## config.mk

```make
export PLATFORM = sky130hd
export DESIGN_NAME = exception_seq_flat
export DESIGN_NICKNAME = d
export VERILOG_FILES = /design/src/rtl/exception_seq_if.sv /design/src/rtl/exception_seq.sv /design/src/flat_wrapper.sv
export SDC_FILE = /design/constraint.sdc
export NUM_CORES = 1
export LEC_CHECK = 0
export BUFFER_PORTS_ARGS = -buffer_cell sky130_fd_sc_hd__buf_2
export CAP_MARGIN = 20
export CORE_AREA = 2 2 85 87
export CTS_CLUSTER_DIAMETER = 50
export DETAILED_ROUTE_END_ITERATION = 6
export DIE_AREA = 0 0 87 89
export PLACE_DENSITY = 0.82
export RECOVER_POWER = 25
export SETUP_SLACK_MARGIN = 0.4
export SYNTH_ARGS = -nofsm -noshare
export SYNTH_HDL_FRONTEND = slang
export SYNTH_SLANG_ARGS = --single-unit
```

## constraint.sdc

```tcl
create_clock -name clk -period 2 [get_ports clk]
set_clock_uncertainty 0.2 [all_clocks]
set_input_delay 0.4 -clock clk [delete_from_list [all_inputs] [get_ports clk]]
set_output_delay 0.4 -clock clk [all_outputs]
set_load 0.02 [all_outputs]
```

## src/rtl/exception_seq_if.sv

```systemverilog
// Memory and register-write bus between the exception sequencer and the datapath.
// The sequencer (master) drives the address-mux select, the read strobe and the
// EPC/PC write ports. The memory/datapath side (slave) returns the read data.
interface exception_seq_if;
  logic [2:0]  mem_addr_sel;
  logic        mem_rd;
  logic [31:0] mem_rdata;
  logic        epc_we;
  logic [31:0] epc_data;
  logic        pc_we;
  logic [31:0] pc_data;

  modport master (
    output mem_addr_sel,
    output mem_rd,
    output epc_we,
    output epc_data,
    output pc_we,
    output pc_data,
    input  mem_rdata
  );

  modport slave (
    input  mem_addr_sel,
    input  mem_rd,
    input  epc_we,
    input  epc_data,
    input  pc_we,
    input  pc_data,
    output mem_rdata
  );
endinterface

```

## src/rtl/exception_seq.sv

```systemverilog
// Multicycle-CPU exception sequencer.
// Detects invalid-opcode / overflow / divide-by-zero events in IDLE, saves EPC,
// points the memory-address mux at the matching vector (253/254/255), waits out
// the memory read latency and loads PC with the zero-extended vector byte.
// Optional build macro EXC_STATUS_EN adds sticky per-cause status bits
// (exc_status) with a synchronous clear (status_clr).
module exception_seq #(
  parameter int unsigned MEM_LAT   = 2,      // read latency, legal 1..15
  parameter logic [31:0] PC_OFFSET = 32'd4   // PC already incremented at detection
) (
  input  logic        clk,
  input  logic        rst_n,
  input  logic        exc_opcode,
  input  logic        exc_ovf,
  input  logic        exc_div0,
  input  logic [31:0] pc_cur,
`ifdef EXC_STATUS_EN
  input  logic        status_clr,
  output logic [2:0]  exc_status,
`endif
  exception_seq_if.master bus,
  output logic [1:0]  cause,
  output logic        busy,
  output logic        done
);

  typedef enum logic [1:0] {
    IDLE = 2'd0,
    SAVE = 2'd1,
    WAIT = 2'd2,
    LOAD = 2'd3
  } state_t;

  // Counter preload: WAIT lasts MEM_LAT-1 cycles so LOAD lands on valid data.
  localparam logic [3:0] CNT_INIT = 4'(MEM_LAT - 1);
  localparam bit         HAS_WAIT = (MEM_LAT > 1);

  state_t      state_q;
  logic [3:0]  cnt_q;
  logic [1:0]  cause_q;
  logic [31:0] epc_q;
  logic [2:0]  sel_q;
  logic        mem_rd_q;
  logic        epc_we_q;
  logic        pc_we_q;
  logic        done_q;
  logic        busy_q;

  logic        exc_any;
  logic [1:0]  cause_d;

  // Priority encode the incoming events: opcode > ovf > div0.
  always_comb begin
    cause_d = 2'd0;
    if (exc_opcode)      cause_d = 2'd1;
    else if (exc_ovf)    cause_d = 2'd2;
    else if (exc_div0)   cause_d = 2'd3;
  end

  assign exc_any = exc_opcode | exc_ovf | exc_div0;

  // Sequencer FSM with registered control outputs decoded on state entry.
  always_ff @(posedge clk or negedge rst_n) begin
    if (!rst_n) begin
      state_q  <= IDLE;
      cnt_q    <= 4'd0;
      cause_q  <= 2'd0;
      epc_q    <= 32'd0;
      sel_q    <= 3'd0;
      mem_rd_q <= 1'b0;
      epc_we_q <= 1'b0;
      pc_we_q  <= 1'b0;
      done_q   <= 1'b0;
      busy_q   <= 1'b0;
    end else begin
      case (state_q)
        IDLE: begin
          if (exc_any) begin
            state_q  <= SAVE;
            cause_q  <= cause_d;
            epc_q    <= pc_cur - PC_OFFSET;
            sel_q    <= {1'b0, cause_d} + 3'd1;
            mem_rd_q <= 1'b1;
            epc_we_q <= 1'b1;
            busy_q   <= 1'b1;
          end
        end
        SAVE: begin
          mem_rd_q <= 1'b0;
          epc_we_q <= 1'b0;
          cnt_q    <= CNT_INIT;
          if (HAS_WAIT) begin
            state_q <= WAIT;
          end else begin
            state_q <= LOAD;
            pc_we_q <= 1'b1;
            done_q  <= 1'b1;
          end
        end
        WAIT: begin
          cnt_q <= cnt_q - 4'd1;
          if (cnt_q == 4'd1) begin
            state_q <= LOAD;
            pc_we_q <= 1'b1;
            done_q  <= 1'b1;
          end
        end
        LOAD: begin
          state_q <= IDLE;
          sel_q   <= 3'd0;
          pc_we_q <= 1'b0;
          done_q  <= 1'b0;
          busy_q  <= 1'b0;
        end
        default: begin
          state_q <= IDLE;
        end
      endcase
    end
  end

`ifdef EXC_STATUS_EN
  logic [2:0] status_q;
  logic [2:0] status_set;

  // Status set sources: serviced cause on SAVE entry, any event seen while busy.
  always_comb begin
    status_set = 3'b000;
    if (state_q == IDLE) begin
      if (exc_any) begin
        status_set[cause_d - 2'd1] = 1'b1;
      end
    end else begin
      status_set = {exc_div0, exc_ovf, exc_opcode};
    end
  end

  // Sticky status bits; a set in the same cycle as a clear wins.
  always_ff @(posedge clk or negedge rst_n) begin
    if (!rst_n) begin
      status_q <= 3'b000;
    end else begin
      status_q <= (status_clr ? 3'b000 : status_q) | status_set;
    end
  end

  assign exc_status = status_q;
`endif

  assign bus.mem_addr_sel = sel_q;
  assign bus.mem_rd       = mem_rd_q;
  assign bus.epc_we       = epc_we_q;
  assign bus.epc_data     = epc_we_q ? epc_q : 32'd0;
  assign bus.pc_we        = pc_we_q;
  // Read data is only valid in LOAD, so it is gated rather than registered.
  assign bus.pc_data      = pc_we_q ? {24'd0, bus.mem_rdata[7:0]} : 32'd0;
  assign cause            = cause_q;
  assign busy             = busy_q;
  assign done             = done_q;

endmodule

```

## src/flat_wrapper.sv

```systemverilog
// flat-port wrapper written by rule: the top's interface ports become plain ports
module exception_seq_flat 
#(
  parameter int unsigned MEM_LAT   = 2,                                  
  parameter logic [31:0] PC_OFFSET = 32'd4                                         
)
  (clk, rst_n, exc_opcode, exc_ovf, exc_div0, pc_cur, cause, busy, done, bus_mem_addr_sel, bus_mem_rd, bus_epc_we, bus_epc_data, bus_pc_we, bus_pc_data, bus_mem_rdata);
  exception_seq_if bus_i ();
  input  logic clk;
  input  logic rst_n;
  input  logic exc_opcode;
  input  logic exc_ovf;
  input  logic exc_div0;
  input  logic [31:0] pc_cur;
  output logic [1:0] cause;
  output logic busy;
  output logic done;
  output wire logic [$bits(bus_i.mem_addr_sel)-1:0] bus_mem_addr_sel;
  output wire logic [$bits(bus_i.mem_rd)-1:0] bus_mem_rd;
  output wire logic [$bits(bus_i.epc_we)-1:0] bus_epc_we;
  output wire logic [$bits(bus_i.epc_data)-1:0] bus_epc_data;
  output wire logic [$bits(bus_i.pc_we)-1:0] bus_pc_we;
  output wire logic [$bits(bus_i.pc_data)-1:0] bus_pc_data;
  input wire logic [$bits(bus_i.mem_rdata)-1:0] bus_mem_rdata;
  assign bus_mem_addr_sel = bus_i.mem_addr_sel;
  assign bus_mem_rd = bus_i.mem_rd;
  assign bus_epc_we = bus_i.epc_we;
  assign bus_epc_data = bus_i.epc_data;
  assign bus_pc_we = bus_i.pc_we;
  assign bus_pc_data = bus_i.pc_data;
  assign bus_i.mem_rdata = bus_mem_rdata;
  exception_seq #(.MEM_LAT(MEM_LAT), .PC_OFFSET(PC_OFFSET)) u_core (.clk(clk), .rst_n(rst_n), .exc_opcode(exc_opcode), .exc_ovf(exc_ovf), .exc_div0(exc_div0), .pc_cur(pc_cur), .bus(bus_i), .cause(cause), .busy(busy), .done(done));
endmodule
```

* Word-level counts from Yosys, hierarchy flattened
Cells that the tools add are included.
** Word-level totals
- Memory bits (read-only) :: 0
- Bits in latches :: 0
- Memory bits (writable) :: 0
- Memories kept :: 0
- Flip-flop bits (word level) :: 46
** Operators by class
- Order comparisons :: 0
- Shift-type cells :: 0
- Bitwise logic cells :: 2
- Divide/modulo/power cells :: 0
- $mul :: 0
- Reductions and logical operators :: 10
- Muxes and demuxes :: 16
- Equal/unequal tests :: 6
- Add/subtract/negate cells :: 3
** Operators by type and width (number)
- two-way mux 32 bit :: 1
- subtractor 32 x 3 -> 32 bit, second input constant :: 1
- two-way mux 2 bit :: 5
- AND reduction 2 bit :: 5
- two-way mux 8 bit :: 1
- case mux 2 bit (4 select lines) :: 1
- case mux 4 bit (2 select lines) :: 1
- nonzero test 2 bit :: 4
- case mux 1 bit (2 select lines) :: 3
- case mux 3 bit (2 select lines) :: 1
- == test 2 bit, second input constant :: 2
- == test 4 x 1 -> 1 bit, second input constant :: 1
- != test 2 x 1 -> 1 bit, second input constant :: 2
- subtractor 4 x 1 -> 4 bit, second input constant :: 1
- adder 2 x 1 -> 3 bit, second input constant :: 1
- two-way mux 3 bit :: 1
- == test 2 x 1 -> 1 bit, second input constant :: 1
- logical NOT 2 bit :: 1
- two-way mux 1 bit :: 2
- bitwise OR 1 bit :: 2

* Logic depth before layout (Yosys ltp)
Gate-level depths: netlist of the first run.
- Depth in word-level cells :: 6
- Mapped depth :: 7

* Least setup slack after synthesis of the first run
OpenSTA, ideal clock, no wires.
- Kind :: input-to-reg
- From :: input port pc_cur[12]
- To :: register u_core.epc_q[31]
- Cell stages on the path :: 6
- Data arrival time :: 2.278 ns
- Path slack :: -0.560 ns
- Library setup time :: 0.082 ns
- Required time :: 1.718 ns
- Path through :: or3_4 > or3_1 > buf_2 > or3_4 > or4_1 > a31oi_1
** On the way
- Cells in the longest elaborated chain, start to end :: 1
** RTL lines
- from (decl) :: line flat_wrapper.sv:14 : input logic [31:0] pc_cur;
- subtractor 32 x 3 -> 32 bit :: line exception_seq.sv:81 : epc_q <= pc_cur - PC_OFFSET;
- to (signal assigned) :: line exception_seq.sv:81
- to (decl) :: line exception_seq.sv:41 : logic [31:0] epc_q;
No other way between the ends.
A chain may end at the register's enable or synchronous reset.

* Final worst setup path of the first run
Same ends and word-level chain as after synthesis.

==> flow_summary_export.csv, run 1 <==
group,metric,value,unit
global_route,grt_max_degree,47,
timing,fin_crit_sh,120,%
route,wl_met3,543,um
global_route,grt_pass1_wl,14500,um
layout,design_area,4730,um^2
die,core,6720,um^2
die,io_pins,143,
route,wl_met1,3580,um
setup_path,endpoint,"u_core.epc_q[31]$_DFFE_PN0P_",
yosys,synth_area,2850,um^2
power,power.total,6.49,mW
route,vias,2956,
die,die_y,89,um
yosys,synth_top_cell_by_area,"dfrtp_1",
setup_path,r2r-end,"u_core.epc_q[31]$_DFFE_PN0P_",
cts,insertion_delay,310,ps
die,die_x,87,um
route,ant_nets,0,
die,start_util,42.5,%
timing,hold_ws,88.1,ps
timing,drv_slew,0,
cts,root_buffer,"clkbuf_8",
placed_design,numPortBuffers,94,
layout,layout-drive-gt1-share,51.9,%
placed_design,pre_cts_ws,-582,ps
power,p_leak,2.28,nW
die,die-area,7740,um^2
layout,final_cells,570,
global_route,grt_pass1_vias,3043,
power,ir_worst_vdd,0.789,mV
placed_design,hpwl,5460,um
timing,setup_slack,-402,ps
route,drt-pass1-iter-count,4,
route,viasPerCell,5.19,
worst_hold_path,hp-class,"primary input to flop",
placed_design,gp_congestion,0.839,
yosys,yosys_warnings,0,
yosys,synth_area_per_cell,8.60,um^2
timing,setup_viol,5,
setup_path,r2r.worst_path.cells,6,
cts,cts_tree,"done",
yosys,synth_cell_types,33,
timing,fin_crit,2400,ps
global_route,antenna_found_initial,0,
flow_run,cap_violations,0,
global_route,grtUsageTotal,24.3,%
status,outcome,"finished with violations",
layout,fin_util,70.4,%
timing,tightest_slew,1150,ps
timing,grt_setup_unrepaired,"yes",
cts,cts_buffers,5,
route,wl,9690,um
yosys,yosys_register_bits,46,
route,top_layer,"met4",
yosys,synth.top_cell.area_share,40.3,%
route,drt_iter0_markers,167,
global_route,grt-ovfl-total,0,
yosys,ys_seq_area_share,40.3,%
timing,hold_viol_final,0,
layout,final_nets,566,
route,drc,0,
timing,fmaxAchievable,0.416,GHz
setup_path,critPathMaxFanout,2,
status,violations,"setup timing",
cts,clock_path_buffers,2,
setup_path,path_class,"primary input to flop",
placed_design,placed_area,3680,um^2
cts,clk_pin_slew_worst_paths,80,ps
route,wire_per_inst,17.0,um
cts,hold_buffers,0,
die,num_rows,30,
cts,clkSinkCount,46,
setup_path,cp.arrival,2370,ps
setup_path,reg2reg_slack,390,ps
timing,slew_headroom,23.1,%
setup_path,required,1970,ps
setup_path,reg2reg_from,"u_core.state_q[1]$_DFFE_PN0P_",
layout,area_growth,65.8,%
placed_design,place_inst,538,
setup_path,cp-end-kind,"flop",
yosys,synthTopCellsByArea,"dfrtp_1 40%, and2_1 9.4%, buf_4 6.8%",
cts,htreeDepth,2,
timing,setup_tns,-625,ps
power,power.density,1370,nW/um^2
setup_path,startpoint_type,"primary input",
route,met2_length,5200,um
setup_path,crit_path_start,"pc_cur[12]",
yosys,synthCells,332,
## critical path, cell delays in order
cell and delay, ps:
buf_6 90, or3_4 400, or3_4 340, or3_4 390, buf_6 120, buf_6 110
o31ai_2 360, a31oi_4 150
## sequential cells by signal, summed over array words and instances (netlist names)
name,count
u_core.bus.mem_addr_sel,3
u_core.bus.mem_rd,1
u_core.bus.pc_we,1
u_core.busy,1
u_core.cause,2
u_core.cnt_q,4
u_core.epc_q,32
u_core.state_q,2
## worst min-delay path by stage
stage | start | slack (ps) | cells after the start | to
CTS | rst_n | 6 | 2 | u_core.cnt_q[1]$_DFFE_PN0P_
global placement | u_core.epc_q[1]$_DFFE_PN0P_ | 250 | 2 | u_core.epc_q[1]$_DFFE_PN0P_
global route | pc_cur[1] | 90 | 3 | u_core.epc_q[1]$_DFFE_PN0P_
finish | pc_cur[1] | 90 | 3 | u_core.epc_q[1]$_DFFE_PN0P_
floorplan | rst_n | -100 | 0 | u_core.bus.mem_addr_sel[0]$_DFFE_PN0P_
detailed placement | u_core.epc_q[0]$_DFFE_PN0P_ | 260 | 2 | u_core.epc_q[0]$_DFFE_PN0P_
## cells in the mapped netlist
cell type  number
o32a_1          1
nand3b_1        4
o31ai_1         6
nor2b_1         1
buf_2           1
or3_1           6
or2_2           2
nor4_2          1
mux2_2          1
a31oi_1         6
a21o_1          3
conb_1          1
clkbuf_1       12
inv_1           9
nor3_1          4
xor2_1         13
nor4_1          7
and2_1         43
or4_1           3
a22o_1          3
nand2_1        48
or3_4           2
ha_1            9
dfrtp_1        46
buf_4          26
nand3_1         6
nand4_1         1
nor2_1         21
nand2b_1        2
o21ai_0        32
xnor2_1         9
a22oi_1         1
a21oi_1         2
## per-layer routing
| metal | up-vias | global-route usage [%] |
|---|---|---|
| met5 | - | 0 |
| met4 | 0 | 12.8 |
| met3 | 32 | 4.43 |
| met2 | 133 | 45.4 |
| met1 | 1421 | 25.9 |
| li1 | 1370 | - |
## repair_timing
item                                    CTS  global route
gates resized for setup                 180            37
buffers inserted                         15             4
pin swaps                                11            19
gates cloned                              4             0
endpoints found under the setup margin   79            86
## power by group
part	internal (mW)	leakage [nW]	switching (mW)
Combinational	2.16	1.67	2.02
Clock	0.280	0.0482	0.325
Sequential	1.39	0.559	0.320
Total	3.83	2.28	2.66
## layout by cell type, fill, tap and decap left out, drive strengths merged, types with 4 or more instances in the layout
master and n:
or3 8, dfrtp 46, nor4 8, buf 164, o31ai 6, nor2 21
xnor2 9, nand3 6, clkbuf 8, nand3b 4, inv 9, conb 24
xor2 13, and2 43, nand2 48, a31oi 6, o21ai 32, nor3 4
ha 9
## kinds of logic (layout without fill, tap and decap cells)
| group | Yosys count | after routing | synth area share [%] |
|---|---|---|---|
| buffers and inverters | 48 | 182 | 9.78 |
| and+or+nand+nor | 151 | 151 | 27.5 |
| muxes | 1 | 1 | 0.395 |
| AOI/OAI and AO/OA | 54 | 54 | 11.2 |
| DFF | 46 | 46 | 40.3 |
| xor gates and xnor gates | 22 | 22 | 6.75 |
| other | 1 | 25 | 0.131 |
| adders and majority gates | 9 | 9 | 3.95 |
## final cells by class
class	count	area, um^2
multi-input cells	261	1860
well taps	80	100
clock buffers	7	86.3
diodes	1	2.50
flip-flops and latches	46	1150
clock inverters	1	5.00
repair buffers	165	1490
inverters	9	33.8
fillers	475	1990
Power figures use the tool's default switching activity.
==> inputs of run 2 (changes only) <==
--- a/config.mk
+++ b/config.mk
@@ -16,2 +16,3 @@
 export SETUP_SLACK_MARGIN = 0.4
+export SLEW_MARGIN = 20
 export SYNTH_ARGS = -nofsm -noshare
==> constraint.sdc (replaced) <==
create_clock -name clk -period 2 [get_ports clk]
set_clock_uncertainty 0.2 [all_clocks]
set_input_delay 0 -clock clk [delete_from_list [all_inputs] [get_ports clk]]
set_output_delay 0 -clock clk [all_outputs]
set_load 0.02 [all_outputs]
==> flow_summary_export.csv, run 2 (synthesized netlist as in run 1, its figures left out) <==
group,metric,value,unit
setup_path,cp.arrival,1910,ps
layout,fill_cells,526,
route,viasPerCell,5.05,
timing,fin_crit_sh,94.2,%
setup_path,critPathMaxFanout,2,
layout,largest-register,"u_core.epc_q",
power,power.internal,2.94,mW
global_route,grt_max_degree,51,
route,wl,8910,um
die,die_y,89,um
power,p_sw_share,44.6,%
power,power_frac_seq,30.8,%
setup_path,cp-end-kind,"flop",
power,p_leak,2.10,nW
layout,area_growth,51.2,%
timing,hold_viol_final,0,
power,ir_worst_vdd,0.444,mV
power,switching_power,2.37,mW
power,power.total,5.30,mW
die,start_util,42.5,%
timing,tightest_slew,912,ps
placed_design,numPortBuffers,94,
global_route,grt-ovfl-total,0,
power,power_frac_clock,13.2,%
layout,layout-drive-gt1-share,31.5,%
worst_hold_path,min_from,"exc_opcode",
cts,cts_tree,"done",
timing,grt_setup_unrepaired,"yes",
cts,clk_pin_slew_worst_paths,90,ps
layout,final_cells,579,
cts,clock_path_buffers,2,
cts,insertion_delay,300,ps
setup_path,startpoint_type,"primary input",
global_route,antenna_found_initial,0,
cts,root_buffer,"clkbuf_8",
setup_path,crit_path_start,"pc_cur[17]",
route,ant_nets,0,
route,wire_per_inst,15.4,um
layout,final_nets,576,
setup_path,reg2reg_from,"u_core.state_q[1]$_DFFE_PN0P_",
setup_path,required,2020,ps
flow_run,cap_violations,0,
timing,slew_headroom,39.2,%
timing,setup_slack,116,ps
cts,cts_buffers,5,
route,drt_iter0_markers,97,
global_route,grt_pass1_vias,2700,
layout,multi_input_area,1650,um^2
die,die_x,87,um
layout,register_area,1150,um^2
route,drc,0,
die,die-area,7740,um^2
layout,final_cell_mix,"84 x buf_2, 48 x nand2_1, 46 x dfrtp_1",
setup_path,path_class,"primary input to flop",
cts,htreeDepth,2,
placed_design,place_inst,517,
worst_hold_path,hp-class,"primary input to flop",
timing,fin_crit,1880,ps
layout,layout_commonest_cell,"buf_2",
route,drt-pass1-iter-count,4,
global_route,grtUsageTotal,20.5,%
cts,clkSinkCount,46,
status,outcome,"finished, final reports clean",
placed_design,pre_cts_ws,-231,ps
die,io_pins,143,
route,vias,2922,
power,p_comb_share,56.0,%
power,power.density,1230,nW/um^2
placed_design,hpwl,5410,um
timing,drv_slew,0,
global_route,grt_pass1_wl,12500,um
layout,largest_reg_flops,32,
placed_design,gp_congestion,0.829,
layout,n_antenna_cell,0,
die,num_rows,30,
timing,fmaxAchievable,0.531,GHz
die,core,6720,um^2
timing,setup_viol,0,
==> run 2: cell count changes in the layout (fill, tap and decap cells not counted), moves of 3 or more <==
cell           change
o31ai_1            +3
buf_12             -3
and2_1            +41
o21ai_1           -13
buf_4             -19
nand3_1            +3
clkbuf_1           +6
buf_16             -3
buf_2             +40
and2_4            -41
dlygate4sd3_1     +43
o31ai_2            -3
buf_6             -56
o21ai_0           +13
==> run 2: per-layer routing <==
metal	up-vias	share of wire (%)	track usage (%)
li1	1388	-	-
met1	1415	41	23.9
met2	111	52	38.2
met3	8	6.1	4.16
met4	0	1.1	5.26
met5	-	0	0
==> run 2: area by class of cell <==
type	count	area share [%]
multi-input cells	261	38.3
repair buffers	175	29.3
flip-flops and latches	46	26.7
well taps	80	2.32
clock buffers	6	1.68
clock inverters	2	0.870
inverters	9	0.783
==> run 2: what timing repair did <==
item,CTS,global route
resized for setup,10,31
endpoints found under the hold margin,69,4
setup buffers,2,6
cloned,0,1
endpoints found under the setup margin,40,45
hold buffers,42,3
pin swaps,7,13
==> run 2: power groups by stage <==
| stage | Clock, mW | Sequential, mW | Combinational, mW |
|---|---|---|---|
| 5_1_grt | 0.746 | 1.69 | 3.25 |
| 2_1_floorplan | 0 | 1.68 | 1.77 |
| 6_report | 0.699 | 1.63 | 2.97 |
| 4_1_cts | 0.715 | 1.62 | 2.79 |
| 3_3_place_gp | 0 | 1.63 | 2.52 |
| 3_5_place_dp | 0 | 1.64 | 2.62 |
==> run 2: per-stage QoR <==
stage / util [%] / area [um^2] / setup TNS (ps) / hold WS [ps]
final: 64.2 / 4310 / 0 / 20.9
after global placement: 52.0 / 3490 / -176 / -81.6
after global routing: 64.2 / 4310 / 0 / 36.7
after detailed placement: 52.0 / 3490 / -348 / -75.2
after CTS: 61.1 / 4110 / 0 / -278
after floorplan: - / 2960 / -158 / -496
==> run 2: worst paths after layout <==
check                      slack [ps]                                      to  cells after the start
min in group asynchronous         160                 u_core.busy$_DFFE_PN0P_                      2
max                               120            u_core.epc_q[31]$_DFFE_PN0P_                      6
max in group asynchronous         770            u_core.epc_q[26]$_DFFE_PN0P_                      3
min reg2reg                       270             u_core.epc_q[0]$_DFFE_PN0P_                      2
max reg2reg                       430             u_core.epc_q[7]$_DFFE_PN0P_                      6
min                                20  u_core.bus.mem_addr_sel[1]$_DFFE_PN0P_                      4
==> run 2: worst max-delay path, cell delays in order <==
cell and delay (ps):
buf_6 90, or4_4 530, nand3b_1 210, or3_4 400, or4_4 520, a31oi_1 150
